## src/rtl/cpu_pkg.sv

```systemverilog
// Shared CPU types: bus opcodes and the bus front-end state encoding.
package cpu_pkg;

  typedef enum logic [2:0] {
    BUS_NONE  = 3'd0,
    BUS_IF    = 3'd1,
    BUS_IF_CB = 3'd2,
    BUS_READ  = 3'd3,
    BUS_WRITE = 3'd4
  } bus_opcode_t;

  typedef enum logic {
    IDLE = 1'b0,
    WAIT = 1'b1
  } bus_state_t;

endpackage

```

## src/rtl/cpu_bus_unit_perf.sv

```systemverilog
// Free-running cycle counter and stall-cycle counter, both wrapping.
module bus_perf_counters #(
  parameter int unsigned CNT_W = 48
) (
  input  logic             clk,
  input  logic             rst,
  input  logic             stall_i,
  output logic [CNT_W-1:0] cycle_cnt_o,
  output logic [CNT_W-1:0] stall_cnt_o
);

  logic [CNT_W-1:0] cycle_cnt_q;
  logic [CNT_W-1:0] stall_cnt_q;

  // Count every non-reset cycle, and every cycle the core is held.
  always_ff @(posedge clk) begin
    if (rst) begin
      cycle_cnt_q <= '0;
      stall_cnt_q <= '0;
    end else begin
      cycle_cnt_q <= cycle_cnt_q + CNT_W'(1);
      if (stall_i) stall_cnt_q <= stall_cnt_q + CNT_W'(1);
    end
  end

  assign cycle_cnt_o = cycle_cnt_q;
  assign stall_cnt_o = stall_cnt_q;

endmodule

```

## src/rtl/cpu_bus_unit.sv

```systemverilog
// Bus front-end: req/ready handshake with wait states, core stall,
// timeout abort, registered fetch/read data and performance counters.
module cpu_bus_unit
  import cpu_pkg::*;
#(
  parameter int unsigned      ADDR_W  = 16,
  parameter int unsigned      DATA_W  = 8,
  parameter int unsigned      TIMEOUT = 255,
  parameter logic [DATA_W-1:0] FILL   = DATA_W'(8'hFF),
  parameter int unsigned      CNT_W   = 48
) (
  input  logic              clk,
  input  logic              rst,
  input  bus_opcode_t       bus_op,
  input  logic [ADDR_W-1:0] addr_in,
  input  logic [DATA_W-1:0] wdata_in,
  output logic              stall,
  output logic              op_done,
  output logic              bus_err,
  output logic [7:0]        opcode,
  output logic [7:0]        cb_opcode,
  output logic [DATA_W-1:0] rdata,
  output logic              mem_req,
  output logic              mem_we,
  output logic [ADDR_W-1:0] mem_addr,
  output logic [DATA_W-1:0] mem_wdata,
  input  logic [DATA_W-1:0] mem_rdata,
  input  logic              mem_ready,
  output logic [CNT_W-1:0]  cycle_cnt,
  output logic [CNT_W-1:0]  stall_cnt
);

  localparam int unsigned TMO_W    = (TIMEOUT > 0) ? $clog2(TIMEOUT + 1) : 1;
  localparam int unsigned TMO_LAST = (TIMEOUT > 0) ? TIMEOUT - 1 : 0;

  bus_state_t        state_q;
  bus_opcode_t       hold_op_q;
  logic [ADDR_W-1:0] hold_addr_q;
  logic [DATA_W-1:0] hold_wdata_q;
  logic [TMO_W-1:0]  tmo_cnt_q;
  logic              op_done_q;
  logic              bus_err_q;
  logic [7:0]        opcode_q;
  logic [7:0]        cb_opcode_q;
  logic [DATA_W-1:0] rdata_q;

  bus_opcode_t       cur_op_c;
  logic              active_c;
  logic              complete_c;
  logic              abort_c;
  logic              tmo_hit_c;
  logic [DATA_W-1:0] rd_val_c;

  assign tmo_hit_c = (TIMEOUT != 0) && (tmo_cnt_q == TMO_W'(TMO_LAST));

  // Select the live request (IDLE) or the held one (WAIT) and drive the bus.
  always_comb begin
    cur_op_c  = hold_op_q;
    mem_addr  = hold_addr_q;
    mem_wdata = hold_wdata_q;
    if (state_q == IDLE) begin
      cur_op_c  = bus_op;
      mem_addr  = addr_in;
      mem_wdata = wdata_in;
    end
    active_c   = !rst && (cur_op_c != BUS_NONE);
    complete_c = active_c && mem_ready;
    abort_c    = active_c && (state_q == WAIT) && !mem_ready && tmo_hit_c;
    rd_val_c   = complete_c ? mem_rdata : FILL;
    mem_req    = active_c;
    mem_we     = active_c && (cur_op_c == BUS_WRITE);
    stall      = active_c && !mem_ready && !abort_c;
  end

  // State, holding registers, timeout counter and latched results.
  always_ff @(posedge clk) begin
    if (rst) begin
      state_q      <= IDLE;
      hold_op_q    <= BUS_NONE;
      hold_addr_q  <= '0;
      hold_wdata_q <= '0;
      tmo_cnt_q    <= '0;
      op_done_q    <= 1'b0;
      bus_err_q    <= 1'b0;
      opcode_q     <= '0;
      cb_opcode_q  <= '0;
      rdata_q      <= '0;
    end else begin
      op_done_q <= complete_c || abort_c;
      if (abort_c) bus_err_q <= 1'b1;

      if (complete_c || abort_c) begin
        case (cur_op_c)
          BUS_IF:    opcode_q    <= 8'(rd_val_c);
          BUS_IF_CB: cb_opcode_q <= 8'(rd_val_c);
          BUS_READ:  rdata_q     <= rd_val_c;
          default:   ;
        endcase
      end

      case (state_q)
        IDLE: begin
          tmo_cnt_q <= '0;
          if (active_c) begin
            hold_op_q    <= bus_op;
            hold_addr_q  <= addr_in;
            hold_wdata_q <= wdata_in;
            if (!mem_ready) state_q <= WAIT;
          end
        end
        WAIT: begin
          if (complete_c || abort_c) begin
            state_q   <= IDLE;
            tmo_cnt_q <= '0;
          end else begin
            tmo_cnt_q <= tmo_cnt_q + TMO_W'(1);
          end
        end
        default: state_q <= IDLE;
      endcase
    end
  end

  assign op_done   = op_done_q;
  assign bus_err   = bus_err_q;
  assign opcode    = opcode_q;
  assign cb_opcode = cb_opcode_q;
  assign rdata     = rdata_q;

  bus_perf_counters #(
    .CNT_W (CNT_W)
  ) u_perf (
    .clk         (clk),
    .rst         (rst),
    .stall_i     (stall),
    .cycle_cnt_o (cycle_cnt),
    .stall_cnt_o (stall_cnt)
  );

endmodule
```

## config.mk

```make
export PLATFORM = sky130hd
export DESIGN_NAME = cpu_bus_unit
export DESIGN_NICKNAME = d
export VERILOG_FILES = /design/src/rtl/cpu_pkg.sv /design/src/rtl/cpu_bus_unit_perf.sv /design/src/rtl/cpu_bus_unit.sv
export SDC_FILE = /design/constraint.sdc
export NUM_CORES = 1
export LEC_CHECK = 0
export ABC_AREA = 0
export CAP_MARGIN = 20
export CELL_PAD_IN_SITES_DETAIL_PLACEMENT = 1
export CELL_PAD_IN_SITES_GLOBAL_PLACEMENT = 1
export CORE_MARGIN = 2
export CORE_UTILIZATION = 39
export DETAILED_ROUTE_END_ITERATION = 7
export PLACE_DENSITY = 0.94
export SLEW_MARGIN = 10
export SYNTH_ARGS = -nofsm -noshare
export SYNTH_HDL_FRONTEND = slang
export SYNTH_SLANG_ARGS = --single-unit
```

## constraint.sdc

```tcl
create_clock -name clk -period 6.8 [get_ports clk]
set_clock_uncertainty 0.2 [all_clocks]
set_input_delay 1.02 -clock clk [delete_from_list [all_inputs] [get_ports clk]]
set_output_delay 1.02 -clock clk [all_outputs]
set_load 0.005 [all_outputs]
```

# Word-level counts from Yosys, hierarchy flattened
# Cells that the tools add are included.
[totals] regBits=158 in_bits=38 output_inout_bits=149 word_cells=48
[op_classes] add_sub_neg=3 eq_ne=5 n_mux=10 bitwise_logic=1 n_reduce_logical=17
[op_table] operator="$add 48x1->48 const B" n=2
[op_table] operator="$mux 8" n=3
[op_table] operator="$mux 16" n=1
[op_table] operator="$pmux 8 s2" n=1
[op_table] operator="$add 8x1->8 const B" n=1
[op_table] operator="$eq 8x8->1 const B" n=1
[op_table] operator="$logic_and 1x1->1" n=8
[op_table] operator="$reduce_and 2->1" n=4
[op_table] operator="$eq 3x2->1 const B" n=2
[op_table] operator="$eq 3x1->1 const B" n=1
[op_table] operator="$eq 3x3->1 const B" n=1
[op_table] operator="$logic_not 1->1" n=3
[op_table] operator="$mux 1" n=3
[op_table] operator="$mux 3" n=1
[op_table] operator="$reduce_bool 3->1" n=1
[op_table] operator="$pmux 1 s2" n=1
[op_table] operator="$logic_or 1x1->1" n=1
[op_table] operator="$not 1->1" n=1

# Longest topological paths before layout
# Gate-level depths: netlist of the first run.
[logic_depth] word_depth=9 mapped_depth=9 ltp_nobuf=8

# Cells and area by module
# From an unflattened synthesis of the first run, not the netlist that was laid out.
[hier_totals] cells_unflattened=836 hier_area_um2=7428.4
[modules_own_cells] module="bus_perf_counters" n_inst=1 cells_each=564 area_each_um2=4763.3 seq_area_each_um2=1921.8
[modules_own_cells] module="cpu_bus_unit" n_inst=1 cells_each=272 area_each_um2=2665.1 seq_area_each_um2=1241.2

# Worst setup path after synthesis of the first run
# OpenSTA, ideal clock, no wires.
[synth_timing] path_kind="in2out" start="in bus_op[2]" end="out stall" t_arrival_ns=2.113 required_time_ns=5.580 setup_slack_ns=3.467 path_stages=5 n_path_buf=2 path_cell_list="nor4_1 > or3_1 > buf_2 > buf_1 > nor2_1"
[synth_between] elab_chain_len=8 word_cells_on_any_way=9 cone_classes="mux: 1; reduce/logical: 8"
[synth_rtl] element="from (decl)" line_no="cpu_bus_unit.sv:14" source="input bus_opcode_t bus_op,"
[synth_rtl] element="$mux 3 (*)" line_no="cpu_bus_unit.sv:61" source="if (state_q == IDLE) begin"
[synth_rtl] element="$reduce_bool 3->1 (*)" line_no="cpu_bus_unit.sv:66" source="active_c = !rst && (cur_op_c != BUS_NONE);"
[synth_rtl] element="$logic_and 1x1->1 (*)" line_no="cpu_bus_unit.sv:66"
[synth_rtl] element="$logic_and 1x1->1 (3 in a row)" line_no="cpu_bus_unit.sv:68" source="abort_c = active_c && (state_q == WAIT) && !mem_ready && tmo_hit_c;"
[synth_rtl] element="$logic_not 1->1" line_no="cpu_bus_unit.sv:72" source="stall = active_c && !mem_ready && !abort_c;"
[synth_rtl] element="$logic_and 1x1->1 (*)" line_no="cpu_bus_unit.sv:72"
[synth_rtl] element="to (decl)" line_no="cpu_bus_unit.sv:17" source="output logic stall,"
# Mark *: on every way between the ends. The rest lies on a longest branch, timed or not.

# Final worst setup path of the first run
[layout_timing] start="in bus_op[0]" end="out mem_req"
[layout_between] elab_chain_len=3
[layout_rtl] element="$mux 3" line_no="cpu_bus_unit.sv:61"
[layout_rtl] element="$reduce_bool 3->1" line_no="cpu_bus_unit.sv:66"
[layout_rtl] element="$logic_and 1x1->1" line_no="cpu_bus_unit.sv:66"
[layout_rtl] element="to (decl)" line_no="cpu_bus_unit.sv:23" source="output logic mem_req,"
# Every way passes these cells.

==> flow_summary.toml, run 1 <==
[clock_tree]
postCtsSetupBuffers = 0
clk_latency_ns = 0.43
post_cts_resized = 0
cts_buffers = 17
htreeDepth = 4
cts_sinks = 158
cts_root_buf = "clkbuf_16"
hold_buffers = 0
clock_path_buffers = 2
cts_tree = "built"
clk_pin_slew_ns = 0.07

[synthesis]
yosysTopAreaCell = "dfxtp_1"
synth_nets = 853
ys_top_cells_by_area = "dfxtp_1 45%, xor2_1 5.5%, a21oi_1 5.1%, nand2_1 4.8%, nand4_1 4.2%"
netlist_area_sq_um = 7020
ys_types = 44
synth-edff-count = 0
yosys_warnings = 0
netlist.area_leader.share_pct = 45.0
synth_seq_cells = 158
postSynthAreaPerCell_sq_um = 8.66
synth-main-ff-cell = "dfxtp_1"
synth_cells = 811
seq_area_frac_synth_pct = 45.0
ys_async_sr_fraction_pct = 0

[setup_path]
cp_max_fo = 21
critPathLaunch = "bus_op[0]"
reg2reg_depth = 6
worst_setup_path_end_kind = "output port"
r2r_end = "u_perf.stall_cnt_o[32]$_SDFFE_PP0P_"
reg2reg_slack_ns = 3.19
cp-start-kind = "primary input"
required_ns = 5.58
crit_type = "primary input to output port"
r2r-start = "state_q$_SDFF_PP0_"
critPathCapture = "mem_req"
worstPathArrival_ns = 3.49

[placement]
pre_cts_ws_ns = 2.12
gp_congestion = 0.798
io_buffers = 186
placed_area_sq_um = 9050
place_hpwl_um = 15400

[timing]
hold_viol = 0
clock.fmax_mhz = 212
rsz0062_at_grt = "false"
holdWs_ns = 0.253
tns_ns = 0
setup_violations = 0
setup_ws_ns = 2.09
min_period_ns = 4.71
drv_slew = 0
fin_crit_sh_pct = 69.2
relSlewSlack_pct = 27.0
tightest_slew_ns = 1.09

[global_routing]
grt_pass1_vias = 7079
grt_max_degree = 74
gr-total-overflow = 0
antenna_found_initial = 0
track_usage_pct = 23.0
grt_pass1_wl_um = 36500

[route]
via_per_inst = 5.61
wl_um = 22200
drtAntennaViolNets = 0
dr.pass1.iters = 4
drt_iter0_drc = 337
drc = 0
vias = 6843
wire_per_inst_um = 18.2

[outcome]
status = "complete, no violations"

[power]
leakagePower_nw = 3.23
swShare_pct = 25.6
p_total_mw = 2.07
pwr-share-clk_pct = 44.8
p_comb_share_pct = 9.0
internal_power_mw = 1.54
power.switching_uw = 532
p_seq_share_pct = 46.2
cellPowerDensity_nw_per_um2 = 215
peakVddDrop_uv = 171

[floorplanning]
die_area_sq_um = 19100
die_w_um = 138
io_pins = 187
start_util_pct = 39.4
die_h_um = 138
coreArea_sq_um = 17800
row_count = 49

[layout]
n_antenna_cell = 0
n_fill_cell = 2056
area_growth_pct = 37.1
final_cell_mix = "185 x clkdlybuf4s50_1, 158 x dfxtp_1, 89 x nand2_1, 76 x nor2_1, 71 x a21oi_1"
nets = 1020
final_layout_size_suffix_gt1_share_pct = 9.49
mostFrequentLayoutCell = "clkdlybuf4s50_1"
postLayoutCellArea_sq_um = 9630

[hold_path]
hold_path_class = "flip-flop to flip-flop"

[run]
cap_violations = 0
## registers in the layout (all words and copies together) (netlist names)
register and cells:
u_perf.cycle_cnt_o 48, rdata 8, bus_err 1, hold_addr_q 16, u_perf.stall_cnt_o 48, tmo_cnt_q 8
op_done 1, state_q 1, cb_opcode 8, opcode 8, hold_op_q 3, hold_wdata_q 8
## metal layers
layer	track usage (%)	vias up	part of all wire, %
li1	-	3268	-
met1	28.1	3363	44
met2	39.1	169	49
met3	6.79	43	5.2
met4	7.47	0	2.6
met5	0	-	0
## synth_stat cells (4+ instances only)
cell	number
or4_1	4
inv_1	9
nand3_1	36
nor3_1	13
nor2_1	76
nand4bb_1	4
nand4_1	47
ha_1	4
xor2_1	44
buf_1	5
xnor2_1	15
a21oi_1	71
clkbuf_1	36
dfxtp_1	158
o21ai_0	39
and2_1	8
o221a_2	24
nor4_1	13
and4_1	11
or3_1	35
and3_1	17
nand2_1	89
mux2_2	24
o31ai_1	4
## logic make-up (layout without fill, tap and decap cells)
family          count (synthesis)  count (layout)  synth area share [%]
simple gates                  366             366                  27.1
flops                         158             158                  45.0
compound gates                143             143                  12.7
xor+xnor                       59              59                  7.36
buf+inv                        56             236                  3.15
mux                            25              25                  3.99
fa+ha+maj                       4               4                 0.713
## worst max-delay path, cell delays in order
cell             delay, ns
clkdlybuf4s50_1       0.50
nor4_1                0.56
or3_1                 0.65
inv_2                 0.24
clkdlybuf4s50_1       0.50
## power groups by stage
stage	registers, mW	clock network (mW)	logic [mW]
global route	0.961	0.993	0.200
finish	0.959	0.930	0.186
detailed placement	0.979	0	0.185
CTS	0.958	0.950	0.187
floorplan	0.975	0	0.0878
global placement	0.978	0	0.180
## worst min path at each step
stage / startpoint / to / slack (ns) / cells past startpoint
6_report: hold_addr_q[9]$_SDFFE_PP0P_ / hold_addr_q[9]$_SDFFE_PP0P_ / 0.25 / 2
5_1_grt: hold_addr_q[9]$_SDFFE_PP0P_ / hold_addr_q[9]$_SDFFE_PP0P_ / 0.28 / 2
4_1_cts: hold_addr_q[4]$_SDFFE_PP0P_ / hold_addr_q[4]$_SDFFE_PP0P_ / 0.26 / 2
3_5_place_dp: hold_addr_q[4]$_SDFFE_PP0P_ / hold_addr_q[4]$_SDFFE_PP0P_ / 0.25 / 2
3_3_place_gp: hold_wdata_q[3]$_SDFFE_PP0P_ / hold_wdata_q[3]$_SDFFE_PP0P_ / 0.24 / 2
2_1_floorplan: hold_addr_q[0]$_SDFFE_PP0P_ / hold_addr_q[0]$_SDFFE_PP0P_ / 0.23 / 2
## area by class of cell
type                       count  area, sq um  share of cell area [%]
clock buffer                  19          453                    4.70
clock inverter                13          125                    1.30
timing repair buffer         193         1910                    19.8
tap                          229          287                    2.98
inverter                      11         41.3                   0.429
multi-input combinational    597         3650                    37.9
sequential                   158         3160                    32.8
## metrics by stage
stage	utilization, %	std cells
after floorplan	-	811
after global placement	50.7	1187
after detailed placement	50.7	1188
after CTS	54.0	1220
after global routing	54.0	1220
final	54.0	1220
No activity file was read; power rests on OpenSTA's default activity.
==> run 2, diff against run 1 <==
- CORE_UTILIZATION: 39 -> 36
- PLACE_DENSITY: 0.94 -> 0.88
- clock period: 6.8 -> 4.95 ns (I/O delays scaled with it)
==> run 2 against run 1 <==
Against the previous run: die area is 8.1% higher; critical path depth did not move; flip-flop and latch count is the same; wire length fell by 0.46%; non-clock buffer count stayed put; clock power increased by 41%.
==> flow_summary.toml, run 2 (synthesized netlist as in run 1, its figures left out) <==
[timing]
min_period_ns = 4.05
drv_slew = 0
rsz0062_at_grt = "false"
tightest_slew_ns = 1.03
hold_viol = 0
relSlewSlack_pct = 31.2
clock.fmax_mhz = 247
setup_ws_ns = 0.901
setup_violations = 0
fin_crit_sh_pct = 81.8
tns_ns = 0

[setup_path]
cp-start-kind = "primary input"
worst_setup_path_end_kind = "output port"
cp_max_fo = 21
worstPathArrival_ns = 3.11
crit_type = "primary input to output port"
required_ns = 4.01

[route]
drtAntennaViolNets = 0
wl_um = 22100
dr.pass1.iters = 4
wire_per_inst_um = 17.6
via_per_inst = 5.45
drc = 0
vias = 6840
drt_iter0_drc = 257

[placement]
pre_cts_ws_ns = 0.942
dp_cells = 1224
place_hpwl_um = 15200
gp_congestion = 0.774
placed_area_sq_um = 9100
io_buffers = 186

[power]
leakagePower_nw = 3.22
p_total_mw = 2.88
cellPowerDensity_nw_per_um2 = 298
peakVddDrop_uv = 233

[layout]
seq_area_sq_um = 3160
multi_input_area_sq_um = 3650
n_antenna_cell = 0
mostFrequentLayoutCell = "clkdlybuf4s50_1"
nets = 1020
area_growth_pct = 37.7
n_fill_cell = 2240
final_layout_size_suffix_gt1_share_pct = 9.18
final_cell_mix = "185 x clkdlybuf4s50_1, 158 x dfxtp_1, 89 x nand2_1, 76 x nor2_1, 71 x a21oi_1"
layout.cells.non_filler = 1256
postLayoutCellArea_sq_um = 9670

[clock_tree]
cts_tree = "built"
hold_buffers = 0
cts_root_buf = "clkbuf_16"
htreeDepth = 4
cts_buffers = 17
post_cts_resized = 0
postCtsSetupBuffers = 0
clk_pin_slew_ns = 0.06
clk_latency_ns = 0.43
clock_path_buffers = 2
cts_sinks = 158

[global_routing]
grt_pass1_wl_um = 35600
gr-total-overflow = 0
antenna_found_initial = 0
grt_pass1_vias = 6999
track_usage_pct = 21.5
grt_max_degree = 75

[floorplanning]
die_area_sq_um = 20600
die_w_um = 144
start_util_pct = 36.3
die_h_um = 144
coreArea_sq_um = 19300
row_count = 51
io_pins = 187

[hold_path]
hold_path_class = "flip-flop to flip-flop"

[run]
cap_violations = 0

[outcome]
status = "complete, no violations"
==> run 2: layer usage <==
metal | share of wire (%) | track usage [%] | vias to the layer above
met2 | 50 | 37.2 | 150
li1 | - | - | 3256
met5 | 0 | 0 | -
met3 | 4.8 | 5.33 | 30
met4 | 1.6 | 7.22 | 0
met1 | 44 | 26.0 | 3404
==> run 2: area by class of cell <==
| cell class | instances | area share [%] |
|---|---|---|
| sequential | 158 | 32.7 |
| clock buffer | 20 | 4.52 |
| multi-input combinational | 597 | 37.8 |
| inverter | 11 | 0.427 |
| tap | 265 | 3.43 |
| clock inverter | 12 | 1.40 |
| timing repair buffer | 193 | 19.8 |
==> run 2: final timing paths <==
kind | start | end | slack, ns | cells after the start
setup / recovery | bus_op[0] | mem_req | 0.90 | 5
hold / removal | hold_addr_q[2]$_SDFFE_PP0P_ | hold_addr_q[2]$_SDFFE_PP0P_ | 0.26 | 2
setup reg to reg | state_q$_SDFF_PP0_ | u_perf.stall_cnt_o[32]$_SDFFE_PP0P_ | 1.80 | 5
hold reg to reg | hold_addr_q[2]$_SDFFE_PP0P_ | hold_addr_q[2]$_SDFFE_PP0P_ | 0.26 | 2
==> run 2: worst max-delay path, cell delays in order <==
cell and delay [ns]:
clkdlybuf4s50_1 0.49, nor4_1 0.51, or3_1 0.63, inv_2 0.22, clkdlybuf4s50_1 0.50
==> run 2: power by group <==
part / leakage (nW) / total, mW / switching, mW / internal, mW
registers: 1.28 / 1.32 / 0.0204 / 1.30
logic: 1.67 / 0.253 / 0.121 / 0.132
clock network: 0.268 / 1.31 / 0.559 / 0.748
total: 3.22 / 2.88 / 0.700 / 2.18
==> run 2: through the flow <==
| stage | hold slack (ns) | utilization, % |
|---|---|---|
| after floorplan | 0.233 | - |
| after global placement | 0.238 | 47.1 |
| after detailed placement | 0.248 | 47.1 |
| after CTS | 0.257 | 50.0 |
| after global routing | 0.285 | 50.0 |
| final | 0.256 | 50.0 |
==> run 3, diff against run 2 <==
- clock period: 4.95 -> 4 ns (I/O delays scaled with it)
==> run 3 against run 2 <==
Against the previous run: combinational power rose by 25%; register-to-register slack got worse by 0.81 ns; sequential power rose by 23%; die area did not move; first-iteration DRC count rose by 23%; worst hold slack got worse by 0.0020 ns; highest routed layer unchanged; utilization rose by 0.17 points; flip-flop and latch count did not move.
==> flow_summary.toml, run 3 (synthesized netlist as in run 1, its figures left out) <==
[timing]
setup_ws_ns = 0.313
tightest_slew_ns = 0.779
fin_crit_sh_pct = 92.2
tns_ns = 0
clock.fmax_mhz = 271
setup_violations = 0
rsz0062_at_grt = "false"
relSlewSlack_pct = 48.1
min_period_ns = 3.69
hold_viol = 0
drv_slew = 0

[power]
cellPowerDensity_nw_per_um2 = 364
p_total_mw = 3.53
peakVddDrop_uv = 255
leakagePower_nw = 3.23

[layout]
nets = 1025
final_cell_mix = "185 x clkdlybuf4s50_1, 158 x dfxtp_1, 89 x nand2_1, 76 x nor2_1, 71 x a21oi_1"
area_growth_pct = 38.2
mostFrequentLayoutCell = "clkdlybuf4s50_1"
post-route-util_pct = 50.2
n_antenna_cell = 0
final_layout_size_suffix_gt1_share_pct = 9.84

[setup_path]
path_depth = 5
cpPeakStageDelay_ns = 0.56
worstPathArrival_ns = 2.89
reg2reg_slack_ns = 0.99
cp_top_family = "simple AND/OR/NAND/NOR gates"
r2r-start = "state_q$_SDFF_PP0_"
r2r_end = "u_perf.stall_cnt_o[40]$_SDFFE_PP0P_"
crit_top_cell = "clkdlybuf4s50_1"
cp-start-kind = "primary input"
required_ns = 3.20
slowest_stage = "nor4_1"
cp_cell_sequence = "clkdlybuf4s50_1 > nor4_1 > or3_1 > nor2_1 > clkdlybuf4s50_1"
worst_setup_path_end_kind = "output port"
reg2reg_depth = 5
cp_max_fo = 14
crit_type = "primary input to output port"
cp.buffers_inverters = 2

[clock_tree]
hold_buffers = 0
cts_tree = "built"
clk_latency_ns = 0.42
htreeDepth = 4
clock_path_buffers = 2
cts_root_buf = "clkbuf_16"
cts_buffers = 17
cts_sinks = 158
postCtsSetupBuffers = 0
clk_pin_slew_ns = 0.06
post_cts_resized = 0

[hold_path]
hold_end = "hold_addr_q[14]$_SDFFE_PP0P_"
hold_path_class = "flip-flop to flip-flop"
min-delay-start = "hold_addr_q[14]$_SDFFE_PP0P_"
holdPathStages = 2

[global_routing]
track_usage_pct = 21.2
grt_pass1_wl_um = 35300
grt_pass1_vias = 7024
grt_max_degree = 74
antenna_found_initial = 0
gr-total-overflow = 0

[route]
via_per_inst = 5.46
wl_um = 21800
drc = 0
drt_iter0_drc = 315
drtAntennaViolNets = 0
wire_per_inst_um = 17.3
vias = 6884
dr.pass1.iters = 4

[floorplanning]
row_count = 51
io_pins = 187
die_h_um = 144
die_area_sq_um = 20600
coreArea_sq_um = 19300
die_w_um = 144
start_util_pct = 36.3

[placement]
pre_cts_ws_ns = 0.331
place_hpwl_um = 15000
io_buffers = 186
gp_congestion = 0.770

[run]
cap_violations = 0

[outcome]
status = "complete, no violations"
-- run 3: cell types whose count changed in the layout (fill, tap and decap cells not counted), sizes merged --
cell,before,now
clkinvlp,4,6
buf,8,13
bufinv,2,1
inv,14,13
-- run 3: metrics by stage --
stage,cells,hold WS [ns],instance area [sq um]
floorplan,811,0.233,7020
global placement,1229,0.239,9140
detailed placement,1229,0.247,9140
CTS,1261,0.256,9700
global route,1261,0.280,9700
finish,1261,0.254,9700
-- run 3: final cells by class --
type,count,area (sq um)
Multi-Input combinational cell,597,3650
Inverter,11,41.3
Fill cell,2221,9630
Clock inverter,12,111
Timing Repair Buffer,198,1950
Tap cell,265,332
Clock buffer,20,457
Sequential cell,158,3160
-- run 3: worst max-delay path by stage --
stage                    from                                  end  slack, ns
CTS                 bus_op[0]                                stall       0.36
global placement    bus_op[0]  u_perf.stall_cnt_o[32]$_SDFFE_PP0P_       0.44
detailed placement  bus_op[1]  u_perf.stall_cnt_o[32]$_SDFFE_PP0P_       0.33
floorplan           bus_op[2]                                stall       1.51
finish              bus_op[0]                                stall       0.31
global route        bus_op[0]                                stall       0.16
-- run 3: worst min-delay path, stage by stage (launching register included) --
cell	delay, ns
dfxtp_1	0.31
nand2_1	0.05
a21oi_1	0.05
-- run 3: power breakdown --
group          total (mW)  switching (mW)  leakage (nW)  internal (mW)
sequential           1.63          0.0240          1.28           1.61
combinational       0.317           0.150          1.69          0.167
clock                1.58           0.692         0.261          0.893
-- run 3: layer usage --
metal	GRT usage, %	vias up	part of all wire (%)
met4	6.91	0	1.7
li1	-	3259	-
met2	38.0	150	50
met1	24.6	3442	43
met5	0	-	0
met3	5.36	33	5.0
==> patch (settings of run 2) <==
Register the output `cycle_cnt`, cleared by the reset; this adds one clock of latency there. The other outputs are not delayed to match.
--- a/src/rtl/cpu_bus_unit.sv
+++ b/src/rtl/cpu_bus_unit.sv
@@ -32,6 +32,8 @@
 
   localparam int unsigned TMO_W    = (TIMEOUT > 0) ? $clog2(TIMEOUT + 1) : 1;
   localparam int unsigned TMO_LAST = (TIMEOUT > 0) ? TIMEOUT - 1 : 0;
+
+  logic [CNT_W-1:0] cycle_cnt_d;
 
   bus_state_t        state_q;
   bus_opcode_t       hold_op_q;
@@ -133,8 +135,16 @@
     .clk         (clk),
     .rst         (rst),
     .stall_i     (stall),
-    .cycle_cnt_o (cycle_cnt),
+    .cycle_cnt_o (cycle_cnt_d),
     .stall_cnt_o (stall_cnt)
   );
 
+  always_ff @(posedge clk) begin
+    if (rst) begin
+      cycle_cnt <= '0;
+    end else begin
+      cycle_cnt <= cycle_cnt_d;
+    end
+  end
+
 endmodule
Function: changed (Yosys sat finds a counterexample within 4 cycles, from zero or initial values and one cycle with rst high).
==> patch against run 2 <==
  * Sequential cell count grew 48
  * Total power grew 27%
  * Count of clock-buffer cells in the layout grew 13
  * Worst hold slack lost 0.00076 ns
  * Worst setup slack lost 0.042 ns
  * Routed wire length grew 9.9%
  * Synthesized area grew 19%
  * Combinational power grew 4%
  * Final cell count grew 12%
  * Sequential power grew 30%
  * Clock power grew 29%
  * Final area grew 16%
==> patch: results (changes against run 2) <==
Synth
  – Adder-Cell Fraction of Synth Area: 0.00598 (-0.00115)
  – Synth top cells by count: 206 x dfxtp_1, 95 x nor2_1, 89 x nand2_1
  – Synth top area cells: dfxtp_1 49%, a21oi_1 5.0%, nor2_1 4.3%
  – Netlist cell types: 47 (+6.8%)
  – Mux cell area share after synthesis: 0.0388 (-0.00105)
  – XOR/XNOR Fraction of Synth Area: 0.0492 (-0.0244)

Power and ir drop
  – NetSw: 0.000811 W (+16%)
  – Power per cell area: 328 nW/um^2 (+10%)

Global route
  – Vias in the first global route: 7,835 (+12%)
  – Pin count of the biggest net entering global routing: 97 (+29%)

Placement
  – Placer Congestion: 0.787 (+1.7%)
  – Dpl cell area: 10,400 sq um (+15%)

Hold path
  – Hold endpoint: hold_addr_q[5]$_SDFFE_PP0P_
  – Hold Crit Start: hold_addr_q[5]$_SDFFE_PP0P_

Floorplanning
  – Die ar.: 24,500 sq um (+19%)

Drt
  – Detailed Route WL: 24,300 um (+9.9%)
  – DR vias/cell: 5.33 (-2.1%)
  – Met3 wire len: 833 um (-22%)
  – M1 wire length: 10,400 um (+7.9%)
  – Initial DRC count: 295 (+15%)

Critical path
  – Reg-to-reg slack, setup: 1.68 ns (-0.12 ns)
  – Worst R2R End: u_perf.stall_cnt_o[40]$_SDFFE_PP0P_
  – Worst path max stage delay: 0.87 ns (+0.24 ns)

Timing
  – Hold slack: 0.255 ns (-0.000756 ns)
  – Worst-Margin Slew: 1.01 ns (-0.0250 ns)

Run status
  – Status: finished, final reports clean

Layout
  – Sequential share of cell area: 0.369 (+0.0421)
  – Inverters: 15 (+4)
patch: cell count changes in the layout (fill, tap and decap cells not counted), sizes merged, moves of 10 or more:
cell    delta
nor2      +21
nand3     +12
xor2      -11
or4       +15
dfxtp     +48
o22ai     +16
nor3      +10
o31ai     +13
nor2b     +43
a21oi     +13
clkbuf    +13
o221a     -24
patch: how the worst max path moves through the flow:
stage,from,endpoint,slack [ns],depth (start not counted)
after floorplan,rst,mem_we,2.24,4
after global placement,bus_op[0],stall,1.01,6
final,state_q$_SDFF_PP0_,stall,0.86,5
after detailed placement,bus_op[1],stall,0.92,6
after global routing,state_q$_SDFF_PP0_,stall,0.58,5
after CTS,state_q$_SDFF_PP0_,stall,0.83,5
patch: tightest hold or removal path, stage by stage, from the launching register on:
cell     delay (ns)
dfxtp_1        0.31
nand2_1        0.05
a21oi_1        0.05
